[src/rtl/ex_muldiv_unit_pkg.sv]
// Shared decoded-instruction ids (same encoding as ID/EX and decode) plus
// small helpers for classifying the M-extension ops.
package ex_muldiv_unit_pkg;

  localparam logic [5:0] INSTR_NOP    = 6'd0;
  localparam logic [5:0] INSTR_ADD    = 6'd1;
  localparam logic [5:0] INSTR_SUB    = 6'd2;
  localparam logic [5:0] INSTR_AND    = 6'd3;
  localparam logic [5:0] INSTR_OR     = 6'd4;
  localparam logic [5:0] INSTR_XOR    = 6'd5;
  localparam logic [5:0] INSTR_MUL    = 6'd32;
  localparam logic [5:0] INSTR_MULH   = 6'd33;
  localparam logic [5:0] INSTR_MULHSU = 6'd34;
  localparam logic [5:0] INSTR_MULHU  = 6'd35;
  localparam logic [5:0] INSTR_DIV    = 6'd36;
  localparam logic [5:0] INSTR_DIVU   = 6'd37;
  localparam logic [5:0] INSTR_REM    = 6'd38;
  localparam logic [5:0] INSTR_REMU   = 6'd39;

  function automatic logic is_md_instr(input logic [5:0] id);
    return id inside {INSTR_MUL, INSTR_MULH, INSTR_MULHSU, INSTR_MULHU,
                      INSTR_DIV, INSTR_DIVU, INSTR_REM, INSTR_REMU};
  endfunction

  function automatic logic is_div_instr(input logic [5:0] id);
    return id inside {INSTR_DIV, INSTR_DIVU, INSTR_REM, INSTR_REMU};
  endfunction

endpackage

[src/rtl/ex_muldiv_unit_iter_core.sv]
// Radix-2 datapath shared by multiply and divide: a 64-bit {hi,lo} register
// holds {partial product, multiplier} or {remainder, dividend/quotient}.
module muldiv_iter_core (
  input  logic        clk,
  input  logic        rst_n,
  input  logic        i_start,
  input  logic        i_step,
  input  logic        i_div,
  input  logic [31:0] i_a,
  input  logic [31:0] i_b,
  output logic [63:0] o_acc_nxt
);

  logic [63:0] r_acc;
  logic [31:0] r_b;
  logic        r_div;

  logic [32:0] w_msum;
  logic [32:0] w_trial;
  logic [32:0] w_rem;
  logic        w_ge;

  always_comb begin
    w_msum  = {1'b0, r_acc[63:32]} + (r_acc[0] ? {1'b0, r_b} : 33'd0);
    // Restoring divide: remainder stays below divisor, so hi never overflows.
    w_trial = {r_acc[63:32], r_acc[31]};
    w_ge    = (w_trial >= {1'b0, r_b});
    w_rem   = w_ge ? (w_trial - {1'b0, r_b}) : w_trial;
    if (r_div) o_acc_nxt = {w_rem[31:0], r_acc[30:0], w_ge};
    else       o_acc_nxt = {w_msum, r_acc[31:1]};
  end

  always_ff @(posedge clk or negedge rst_n) begin
    if (!rst_n) begin
      r_acc <= '0;
      r_b   <= '0;
      r_div <= 1'b0;
    end else if (i_start) begin
      r_acc <= {32'd0, i_a};
      r_b   <= i_b;
      r_div <= i_div;
    end else if (i_step) begin
      r_acc <= o_acc_nxt;
    end
  end

endmodule

[src/rtl/ex_muldiv_unit.sv]
// Iterative RV32M multiply/divide unit for the EX stage: stalls the front end
// while computing, then presents a registered result with a strobe.
module ex_muldiv_unit
  import ex_muldiv_unit_pkg::*;
#(
  parameter int CNT_W = 6
) (
  input  logic        clk,
  input  logic        rst_n,
  input  logic        valid_in,
  input  logic [5:0]  instr_id_in,
  input  logic [31:0] rs1_value_in,
  input  logic [31:0] rs2_value_in,
  input  logic [4:0]  rd_addr_in,
  input  logic        flush,
  input  logic        hold_in,
  output logic        stall_out,
  output logic        result_valid_out,
  output logic [31:0] result_out,
  output logic [4:0]  rd_addr_out
);

  typedef enum logic [1:0] {S_IDLE, S_CALC, S_DONE} state_t;

  state_t           r_state;
  logic [CNT_W-1:0] r_cnt;
  logic [5:0]       r_op;
  logic             r_neg_q;
  logic             r_neg_r;
  logic [4:0]       r_rd;

  logic        w_is_md, w_is_div, w_accept;
  logic        w_a_neg, w_b_neg, w_div0, w_ovf;
  logic [31:0] w_a_mag, w_b_mag, w_fast_res, w_calc_res;
  logic [63:0] w_acc_nxt, w_prod;

  always_comb begin
    w_is_md  = is_md_instr(instr_id_in);
    w_is_div = is_div_instr(instr_id_in);
    w_a_neg  = rs1_value_in[31] &&
               (instr_id_in inside {INSTR_MULH, INSTR_MULHSU, INSTR_DIV, INSTR_REM});
    w_b_neg  = rs2_value_in[31] && (instr_id_in inside {INSTR_MULH, INSTR_DIV, INSTR_REM});
    w_a_mag  = w_a_neg ? -rs1_value_in : rs1_value_in;
    w_b_mag  = w_b_neg ? -rs2_value_in : rs2_value_in;
    w_div0   = w_is_div && (rs2_value_in == 32'd0);
    w_ovf    = (instr_id_in inside {INSTR_DIV, INSTR_REM}) &&
               (rs1_value_in == 32'h8000_0000) && (rs2_value_in == 32'hFFFF_FFFF);
    if (instr_id_in inside {INSTR_DIV, INSTR_DIVU})
      w_fast_res = w_div0 ? 32'hFFFF_FFFF : 32'h8000_0000;
    else
      w_fast_res = w_div0 ? rs1_value_in : 32'd0;
    w_accept  = (r_state == S_IDLE) && valid_in && w_is_md && !flush;
    stall_out = w_accept || (r_state == S_CALC);
  end

  muldiv_iter_core u_core (
    .clk       (clk),
    .rst_n     (rst_n),
    .i_start   (w_accept),
    .i_step    (r_state == S_CALC),
    .i_div     (w_is_div),
    .i_a       (w_a_mag),
    .i_b       (w_b_mag),
    .o_acc_nxt (w_acc_nxt)
  );

  // Result is taken from the final step's next value so DONE starts valid.
  always_comb begin
    w_prod = r_neg_q ? -w_acc_nxt : w_acc_nxt;
    case (r_op)
      INSTR_MUL:                            w_calc_res = w_prod[31:0];
      INSTR_MULH, INSTR_MULHSU, INSTR_MULHU: w_calc_res = w_prod[63:32];
      INSTR_DIV, INSTR_DIVU:
        w_calc_res = r_neg_q ? -w_acc_nxt[31:0] : w_acc_nxt[31:0];
      default:
        w_calc_res = r_neg_r ? -w_acc_nxt[63:32] : w_acc_nxt[63:32];
    endcase
  end

  always_ff @(posedge clk or negedge rst_n) begin
    if (!rst_n) begin
      r_state          <= S_IDLE;
      r_cnt            <= '0;
      r_op             <= '0;
      r_neg_q          <= 1'b0;
      r_neg_r          <= 1'b0;
      r_rd             <= '0;
      result_valid_out <= 1'b0;
      result_out       <= '0;
      rd_addr_out      <= '0;
    end else begin
      case (r_state)
        S_IDLE: begin
          result_valid_out <= 1'b0;
          if (w_accept) begin
            r_op    <= instr_id_in;
            r_neg_q <= w_a_neg ^ w_b_neg;
            r_neg_r <= w_a_neg;
            r_rd    <= rd_addr_in;
            if (w_div0 || w_ovf) begin
              r_state          <= S_DONE;
              result_valid_out <= 1'b1;
              result_out       <= w_fast_res;
              rd_addr_out      <= rd_addr_in;
            end else begin
              r_state <= S_CALC;
              r_cnt   <= '0;
            end
          end
        end
        S_CALC: begin
          if (flush) begin
            r_state <= S_IDLE;
          end else if (r_cnt == CNT_W'(31)) begin
            r_state          <= S_DONE;
            result_valid_out <= 1'b1;
            result_out       <= w_calc_res;
            rd_addr_out      <= r_rd;
          end else begin
            r_cnt <= r_cnt + 1'b1;
          end
        end
        default: begin
          if (flush || !hold_in) begin
            r_state          <= S_IDLE;
            result_valid_out <= 1'b0;
          end
        end
      endcase
    end
  end

endmodule

[config.mk]
export PLATFORM = sky130hd
export DESIGN_NAME = ex_muldiv_unit
export DESIGN_NICKNAME = d
export VERILOG_FILES = /design/src/rtl/ex_muldiv_unit_pkg.sv /design/src/rtl/ex_muldiv_unit_iter_core.sv /design/src/rtl/ex_muldiv_unit.sv
export SDC_FILE = /design/constraint.sdc
export NUM_CORES = 1
export LEC_CHECK = 0
export CORE_ASPECT_RATIO = 2
export CORE_MARGIN = 2
export CORE_UTILIZATION = 35
export CTS_CLUSTER_SIZE = 8
export DETAILED_ROUTE_END_ITERATION = 10
export DONT_BUFFER_PORTS = 1
export HOLD_SLACK_MARGIN = 0.1
export PLACE_DENSITY = 0.52
export SLEW_MARGIN = 20
export SYNTH_ARGS = -nofsm -noshare
export SYNTH_HDL_FRONTEND = slang
export SYNTH_HIERARCHICAL = 1
export SYNTH_SLANG_ARGS = --single-unit
[constraint.sdc]
create_clock -name clk -period 7.02 [get_ports clk]
set_input_delay 0.702 -clock clk [delete_from_list [all_inputs] [get_ports clk]]
set_output_delay 0.702 -clock clk [all_outputs]
set_load 0.05 [all_outputs]
==> results of run 1 <==
power groups by stage:
stage | clock, W | combinational [W] | sequential [W]
floorplan | 0 | 0.00418 | 0.00131
global placement | 0 | 0.00577 | 0.00145
detailed placement | 0 | 0.00577 | 0.00145
CTS | 0.00101 | 0.00583 | 0.00144
global route | 0.00104 | 0.00641 | 0.00147
finish | 0.000986 | 0.00593 | 0.00145
path summary, 6_finish.rpt:
check	endpoint	depth (start not counted)
min in group clk	r_cnt[4]	1
min reg2reg	r_rd[1]	2
max in group asynchronous	u_core/r_div	1
max reg2reg	result_out[30]	20
min	u_core/r_acc[4]	1
max	result_out[30]	20
registers in the layout, summed over array words and instances, names as in the netlist:
name	cells
u_core/r_acc	64
result_out	32
u_core/r_b	32
r_cnt	6
r_op	6
r_rd	5
rd_addr_out	5
r_state	2
r_neg_q	1
r_neg_r	1
result_valid_out	1
u_core/r_div	1
area by class of cell:
cell class	instances	area (um2)
fillers	5020	28900
multi-input cells	1745	11600
flip-flops and latches	156	3910
well taps	627	785
repair buffers	60	483
clock buffers	17	425
inverters	71	272
clock inverters	15	165
cell usage after synthesis (7+ instances only):
master / n
mux2i_1: 50
nor2_1: 171
nor3_1: 53
inv_1: 70
nor2b_1: 9
and4_1: 11
o31ai_1: 25
or3_1: 26
buf_6: 7
a22oi_1: 7
a21o_1: 36
nand3_1: 40
or4_1: 25
o21ai_0: 199
mux2_2: 38
a211o_1: 9
dfrtp_1: 156
a21oi_1: 121
o21ai_1: 10
nand4_1: 25
clkbuf_1: 100
xor2_1: 87
o211ai_1: 25
o22ai_1: 10
o41ai_1: 21
ha_1: 70
a41oi_1: 7
and2_1: 42
nor4_1: 32
a221oi_1: 10
nand2_1: 236
o21a_1: 17
o21bai_1: 11
a31oi_1: 18
xnor2_1: 86
o32ai_1: 10
a311oi_1: 17
a211oi_1: 29
and3_1: 12
clkbuf_8: 9
nand2b_1: 26
through the flow:
step | setup slack, ps | util | instances | instance area, um2 | hold slack (ps)
after CTS | 863 | 0.379 | 2691 | 17600 | 284
after detailed placement | 883 | 0.365 | 2658 | 17000 | 412
after floorplan | 2020 | - | 2110 | 16400 | 406
after global routing | 418 | 0.379 | 2691 | 17600 | 315
after global placement | 927 | 0.365 | 2658 | 17000 | 412
final | 737 | 0.379 | 2691 | 17600 | 250
worst max-delay path, stage by stage, from the launching register on:
cell and delay, ps:
dfrtp_1 420, inv_1 280, ha_1 230, inv_1 60, fa_1 430, a211oi_1 240, o21ai_1 170, o21ai_1 470
o21ai_1 390, a41oi_1 420, o21ai_0 170, xor2_1 180, a21oi_1 230, nor2_1 110, buf_4 180, or3_1 360
or4_1 410, or4b_2 770, o311ai_0 440, a21oi_1 70, o21ai_0 170
what timing repair did:
action,CTS,global route
buffers inserted,0,0
endpoints found under the setup margin,0,0
hold endpoints to repair,156,0
hold buffers,1,0
per-layer routing:
| metal | part of all wire | global-route usage | wire length, um |
|---|---|---|---|
| met3 | 0.044 | 0.0422 | 3160 |
| met2 | 0.52 | 0.527 | 37000 |
| met4 | 0.11 | 0.273 | 7680 |
| met5 | 0 | 0 | 0 |
| met1 | 0.33 | 0.276 | 23200 |
cell families (layout without fill, tap and decap cells):
group,count (synthesis),in the layout
and+or+nand+nor,744,744
AOI/OAI and AO/OA,667,667
buffers and inverters,209,163
xor gates and xnor gates,173,173
DFF,156,156
muxes,89,89
adders and majority gates,72,72
==> flow_metrics.tcl, run 1 <==
set metrics [dict create \
    reg2reg_setup_slack_ps 740 \
    drive_gt1_frac 0.0901 \
    max-cap-violations 0 \
    crit_fanout 7 \
    seq_area_frac_synth 0.238 \
    rsz0062_at_grt "false" \
    cts_htree_levels 4 \
    switching_power_w 0.00460 \
    p_int_w 0.00376 \
    ys_warn_count 6 \
    grt_max_degree 157 \
    synth_area_um2 16400 \
    ir_worst_vdd_mv 0.214 \
    synthMuxAreaShare 0.0572 \
    crit_path_start_kind "flip-flop" \
    pwr-share-comb 0.709 \
    synth_nets 2262 \
    power.density_nw_per_um2 475 \
    seqPwrFrac 0.173 \
    finalCritPeriodShare 0.895 \
    cts-root-buf "clkbuf_16" \
    antenna_found_initial 1 \
    p_leak_nw 6.99 \
    final_max_slew_viol_count 0 \
    cts_buffers 17 \
    yosysUniqueCellTypes 106 \
    io_buffers 0 \
    fin_nets 2203 \
    synth_compound_area_frac 0.275 \
    cp.required_ps 7400 \
    synth_flop_cell "dfrtp_1" \
    ys_seq_elements 156 \
    critPathLaunch "u_core/r_acc[31]" \
    synth.top_cell.area_share 0.238 \
    firstDrtPassIters 6 \
    die-width_um 157 \
    cp-end-kind "flip-flop" \
    synth.avg_cell_area_um2 7.79 \
    area_delta_synth_final_pct 7.20 \
    final_cell_mix "nand2_1 (236), o21ai_0 (198), nor2_1 (170)" \
    dp_hpwl_um 56400 \
    relSlewSlack 0.244 \
    clk_latency_ps 470 \
    synth_adder_area_share 0.0558 \
    postRouteAntennaNets 0 \
    synth_edf_count 0 \
    worstSetupPathType "reg -> reg" \
    synth_top_family_by_area "compound AO/OA/AOI/OAI gates" \
    r2r-start "u_core/r_acc[31]" \
    num_vias 16310 \
    grt_pass1_wl_um 105000 \
    final_common_cell "nand2_1" \
    drt-wirelength-per-cell_um 26.4 \
    synth_cells 2110 \
    synth-simple-area-share 0.223 \
    rows 112 \
    crit_arrival_ps 6670 \
    cts_tree "built" \
    clock_sinks 156 \
    dieArea_um2 48800 \
    p_clk_frac 0.118 \
    grt_usage 0.291 \
    clk_path_buf_depth 2 \
    hp-class "in -> async" \
    drc 0 \
    antenna_cells 0 \
    hold_violations 0 \
    drt_iter0_drc 1130 \
    overflow 0 \
    timing.fmax_ghz 0.159 \
    skew_ps 15.9 \
    pin_count 119 \
    detail_route.vias_per_cell 6.06 \
    min_period_ps 6280 \
    core_area_um2 46500 \
    die_height_um 310 \
    clkSlewWorstSetupHoldPaths_ps 70 \
    ctsResizeCount 0 \
    swShare 0.550 \
    finalPower_w 0.00836 \
    setup_viol 0 \
    status "completed" \
    synth.area.top_cells "dfrtp_1 (24%), o21ai_0 (6.1%), nand2_1 (5.4%)" \
    worst_pin_slew_ps 1120 \
    routed_wl_um 71100 \
    yosys.area.top_type "dfrtp_1" \
    grt_pass1_vias 16363 \
    synth-xor-area-share 0.0922 \
    start_util 0.353 \
    fin_tns_setup_ps 0 \
    ys_async_sr_fraction 1.00 \
    place_congestion 0.999 \
]
(Power assumes the default switching activity.)
==> inputs of run 2 (changes only) <==
--- a/config.mk
+++ b/config.mk
@@ -13,6 +13,7 @@
 export DONT_BUFFER_PORTS = 1
 export HOLD_SLACK_MARGIN = 0.1
 export PLACE_DENSITY = 0.52
+export RECOVER_POWER = 100
 export SLEW_MARGIN = 20
 export SYNTH_ARGS = -nofsm -noshare
 export SYNTH_HDL_FRONTEND = slang
==> flow_metrics.tcl, run 2 (synthesis gave the netlist of run 1 again) <==
set metrics [dict create \
    status "finished with violations" \
    violations "capacitance limit, slew limit" \
    die_height_um 310 \
    fillerInstances 5035 \
    clk_latency_ps 470 \
    setup_viol 0 \
    firstDrtPassIters 5 \
    max-cap-violations 2 \
    final_max_slew_viol_count 295 \
    slowest_delay_ps 880 \
    drt-wirelength-per-cell_um 26.4 \
    grt_max_degree 157 \
    cts_setup_buffers 0 \
    seqCellArea_um2 3910 \
    finalCritPeriodShare 0.923 \
    p_leak_nw 6.94 \
    rr_worst_depth 19 \
    routed_wl_um 71200 \
    skew_ps 16.3 \
    pin_count 119 \
    rows 112 \
    ctsResizeCount 0 \
    final_util 0.377 \
    num_vias 16375 \
    regMostFlops "u_core/r_acc" \
    dp_hpwl_um 56400 \
    drive_gt1_frac 0.0858 \
    rsz0062_at_grt "false" \
    grt_pass1_vias 16363 \
    cts-root-buf "clkbuf_16" \
    multi_input_comb_area_um2 11600 \
    io_buffers 0 \
    grt_usage 0.291 \
    drc 0 \
    clock_sinks 156 \
    cts_buffers 17 \
    postRouteAntennaNets 0 \
    worst_path_max_delay_cell "clkbuf_1" \
    antenna_found_initial 1 \
    grt_pass1_wl_um 105000 \
    fin_area_um2 17500 \
    cp.required_ps 7370 \
    fin_tns_setup_ps 0 \
    antenna_cells 0 \
    postPlaceCellArea_um2 17000 \
    crit_path_start_kind "flip-flop" \
    hold_violations 0 \
    crit_arrival_ps 6830 \
    cts_tree "built" \
    crit_buf_inv 2 \
    path_cells "ha_1 -> nand2_1 -> o21bai_2 -> a31oi_4 -> o21ai_4 -> a211oi_4 -> o21ai_2 -> clkbuf_1 -> a21oi_1 -> a211oi_1 -> nor2_1 -> nor4_1 -> nand4_1 -> nor2_1 -> a21o_1 -> o21ai_0 -> a2111oi_0 -> buf_4 -> o21ai_0" \
    start_util 0.353 \
    final_cell_mix "nand2_1 (236), o21ai_0 (200), nor2_1 (170)" \
    ir_worst_vdd_mv 0.215 \
    hp-class "in -> reg" \
    clkSlewWorstSetupHoldPaths_ps 80 \
    cts_htree_levels 4 \
    dieArea_um2 48800 \
    clk_path_buf_depth 2 \
    worst_pin_slew_ps 4400 \
    drt_iter0_drc 1164 \
    reg_top3 "u_core/r_acc x64, result_out x32, u_core/r_b x32" \
    crit_cells 19 \
    detail_route.vias_per_cell 6.09 \
    timing.fmax_ghz 0.154 \
    final_common_cell "nand2_1" \
    min_period_ps 6480 \
    relSlewSlack -1.93 \
    area_delta_synth_final_pct 6.73 \
    core_area_um2 46500 \
    overflow 0 \
    crit_fanout 20 \
    largest_reg_flops 64 \
    place_congestion 0.999 \
    power.density_nw_per_um2 476 \
    worstSetupPathType "reg -> reg" \
    cp-end-kind "flip-flop" \
    path_delay_family "compound AO/OA/AOI/OAI gates" \
    fin_nets 2203 \
    cts_hold_buf 1 \
    worst_hold_path.num_cells 1 \
    die-width_um 157 \
]
==> run 2: cell types whose count changed in the layout (fill, tap and decap cells not counted), sizes merged <==
cell	before	now
inv	80	79
clkbuf	17	25
clkinvlp	2	3
buf	60	52
==> run 2: report_power, final <==
group	internal (W)	switching [W]	leakage (nW)	total (W)
clock network	0.000507	0.000479	0.285	0.000986
registers	0.00114	0.000303	1.97	0.00145
logic	0.00210	0.00382	4.68	0.00592
==> run 2: final timing paths <==
check / to / from / slack [ps]
worst max-delay path: result_out[27] / u_core/r_acc[33] / 540
worst min-delay path: r_cnt[4] / flush / 320
worst max register to register: result_out[27] / u_core/r_acc[33] / 540
worst min register to register: r_rd[4] / r_rd[4] / 490
max in group asynchronous: u_core/r_div / rst_n / 2360
min in group asynchronous: u_core/r_acc[4] / rst_n / 1710
==> run 2: cell type report <==
cell class / count / share of cell area
clock buffers: 17 / 0.0243
inverters: 71 / 0.0154
repair buffers: 60 / 0.0241
flip-flops and latches: 156 / 0.223
multi-input cells: 1745 / 0.659
clock inverters: 15 / 0.00942
well taps: 627 / 0.0447
==> run 2: per-layer routing <==
metal | GRT usage | wire (um) | vias to the layer above
li1 | - | - | 7641
met4 | 0.273 | 7720 | 0
met3 | 0.0422 | 3160 | 229
met2 | 0.527 | 37000 | 635
met5 | 0 | 0 | -
met1 | 0.276 | 23300 | 7870
==> run 2: through the flow <==
stage,hold WS (ps),setup WS [ps],total power (W),std cells
floorplan,406,2020,0.00549,2110
global placement,412,927,0.00722,2658
detailed placement,412,883,0.00722,2658
CTS,284,863,0.00828,2691
global route,320,266,0.00890,2691
finish,325,539,0.00835,2691
==> inputs of run 3 (changes only) <==
--- a/config.mk
+++ b/config.mk
@@ -8,6 +8,7 @@
 export CORE_ASPECT_RATIO = 2
 export CORE_MARGIN = 2
 export CORE_UTILIZATION = 35
+export CTS_BUF_LIST = sky130_fd_sc_hd__clkbuf_16
 export CTS_CLUSTER_SIZE = 8
 export DETAILED_ROUTE_END_ITERATION = 10
 export DONT_BUFFER_PORTS = 1
==> constraint.sdc (replaced) <==
create_clock -name clk -period 6.66 [get_ports clk]
set_input_delay 0.666 -clock clk [delete_from_list [all_inputs] [get_ports clk]]
set_output_delay 0.666 -clock clk [all_outputs]
set_load 0.05 [all_outputs]
==> flow_metrics.tcl, run 3 (synthesis gave the netlist of run 1 again) <==
set metrics [dict create \
    status "finished with violations" \
    violations "capacitance limit, slew limit" \
    clk_latency_ps 480 \
    routed_wl_um 72900 \
    area_delta_synth_final_pct 7.76 \
    power.density_nw_per_um2 510 \
    rr_worst_depth 21 \
    p_leak_nw 7.04 \
    skew_ps 16.4 \
    place_congestion 0.964 \
    num_vias 16681 \
    crit_buf_inv 3 \
    seqPwrFrac 0.170 \
    clk_path_buf_depth 2 \
    multi_input_comb_area_um2 11500 \
    rsz0062_at_grt "false" \
    detail_route.vias_per_cell 6.16 \
    min_period_ps 6230 \
    cts_buffers 17 \
    reg2reg_setup_slack_ps 430 \
    max-cap-violations 3 \
    finalCritPeriodShare 0.935 \
    clkSlewWorstSetupHoldPaths_ps 70 \
    clock_sinks 156 \
    drt-wirelength-per-cell_um 26.9 \
    worst_hold_path.num_cells 1 \
    worst_path_max_delay_cell "o21a_1" \
    pwr-share-comb 0.703 \
    worst_pin_slew_ps 4370 \
    dieArea_um2 48800 \
    fillerInstances 5023 \
    ir_worst_vdd_mv 0.243 \
    pre_cts_ws_ps 759 \
    drive_gt1_frac 0.0907 \
    antenna_cells 0 \
    path_cells "ha_1 -> nand2_1 -> o21bai_2 -> a31oi_4 -> o21ai_4 -> a211oi_4 -> o21a_1 -> nor2_4 -> a211oi_1 -> nor2_1 -> inv_1 -> ha_1 -> nor3b_1 -> buf_4 -> nand3_1 -> buf_4 -> o41ai_1 -> xnor2_1 -> a211o_1 -> or3b_2 -> a22o_1" \
    path_delay_family "compound AO/OA/AOI/OAI gates" \
    die-width_um 157 \
    firstDrtPassIters 7 \
    placed_cells 2677 \
    timing.fmax_ghz 0.161 \
    crit_arrival_ps 6590 \
    overflow 0 \
    core_area_um2 46500 \
    pin_count 119 \
    die_height_um 310 \
    postRouteAntennaNets 0 \
    worstSetupPathType "reg -> reg" \
    fin_ws_ps 431 \
    drt_iter0_drc 1251 \
    final_max_slew_viol_count 306 \
    r2r-start "u_core/r_acc[33]" \
    slowest_delay_ps 630 \
    r2r_end "result_out[24]" \
    hold_path_end "r_cnt[4]" \
    crit_path_start_kind "flip-flop" \
    hold_violations 0 \
    grt_pass1_wl_um 107000 \
    drc 0 \
    cts_tree "built" \
    p_clk_frac 0.127 \
    setup_viol 0 \
    grt_max_degree 157 \
    grt_pass1_vias 16925 \
    hp-class "in -> reg" \
    p_int_w 0.00414 \
    stdcell_count 2710 \
    min_from "flush" \
    switching_power_w 0.00489 \
    final_util 0.381 \
    ctsResizeCount 0 \
    io_buffers 0 \
    cts_hold_buf 1 \
    antenna_found_initial 1 \
    seqCellArea_um2 3910 \
    cp.required_ps 7020 \
    rows 112 \
    swShare 0.542 \
    crit_fanout 16 \
    cts-root-buf "clkbuf_16" \
    largest_reg_flops 64 \
    finalPower_w 0.00903 \
    start_util 0.353 \
    grt_usage 0.299 \
    fin_tns_setup_ps 0 \
    cts_setup_buffers 0 \
    cts_htree_levels 4 \
    relSlewSlack -1.92 \
    reg_top3 "u_core/r_acc x64, result_out x32, u_core/r_b x32" \
    dp_hpwl_um 57200 \
    regMostFlops "u_core/r_acc" \
    cp-end-kind "flip-flop" \
    final_common_cell "nand2_1" \
    fin_nets 2222 \
    final_cell_mix "nand2_1 (236), o21ai_0 (199), nor2_1 (170)" \
]
-- run 3: cell types whose count changed in the layout (fill, tap and decap cells not counted), moves of 3 or more --
cell and change:
and2_1 -3, buf_4 +15, and2_0 +3, bufinv_16 +3
clkbuf_1 +4, inv_6 -3
-- run 3: final cells by class --
cell class / instances / share of cell area
Clock inverter: 15 / 0.0127
Multi-Input combinational cell: 1745 / 0.652
Timing Repair Buffer: 79 / 0.0312
Clock buffer: 17 / 0.0240
Sequential cell: 156 / 0.221
Tap cell: 627 / 0.0443
Inverter: 71 / 0.0153
-- run 3: worst max path at each step --
stage | slack (ps) | startpoint | cells past startpoint | to
after floorplan | 1660 | u_core/r_acc[0] | 19 | result_out[30]
after global placement | 830 | u_core/r_acc[58] | 20 | result_out[24]
after detailed placement | 760 | u_core/r_acc[0] | 18 | result_out[30]
after CTS | 750 | u_core/r_acc[0] | 18 | result_out[30]
after global routing | 230 | u_core/r_acc[58] | 18 | result_out[20]
final | 430 | u_core/r_acc[33] | 21 | result_out[24]
-- run 3: power groups by stage --
stage / Sequential [W] / Combinational [W] / Clock [W]
2_1_floorplan: 0.00138 / 0.00441 / 0
3_3_place_gp: 0.00154 / 0.00620 / 0
3_5_place_dp: 0.00154 / 0.00618 / 0
4_1_cts: 0.00153 / 0.00624 / 0.00116
5_1_grt: 0.00156 / 0.00681 / 0.00119
6_report: 0.00154 / 0.00635 / 0.00115
-- run 3: through the flow --
stage	instance area, um2	hold WS [ps]
final	17700	281
after global routing	17700	293
after CTS	17800	256
after detailed placement	17100	377
after global placement	17100	378
after floorplan	16400	370
-- run 3: routing by layer --
| layer | vias up | GRT usage | part of all wire |
|---|---|---|---|
| met5 | - | 0 | 0 |
| met4 | 0 | 0.257 | 0.099 |
| met3 | 249 | 0.0423 | 0.046 |
| met2 | 666 | 0.554 | 0.53 |
| met1 | 8105 | 0.282 | 0.33 |
| li1 | 7661 | - | - |
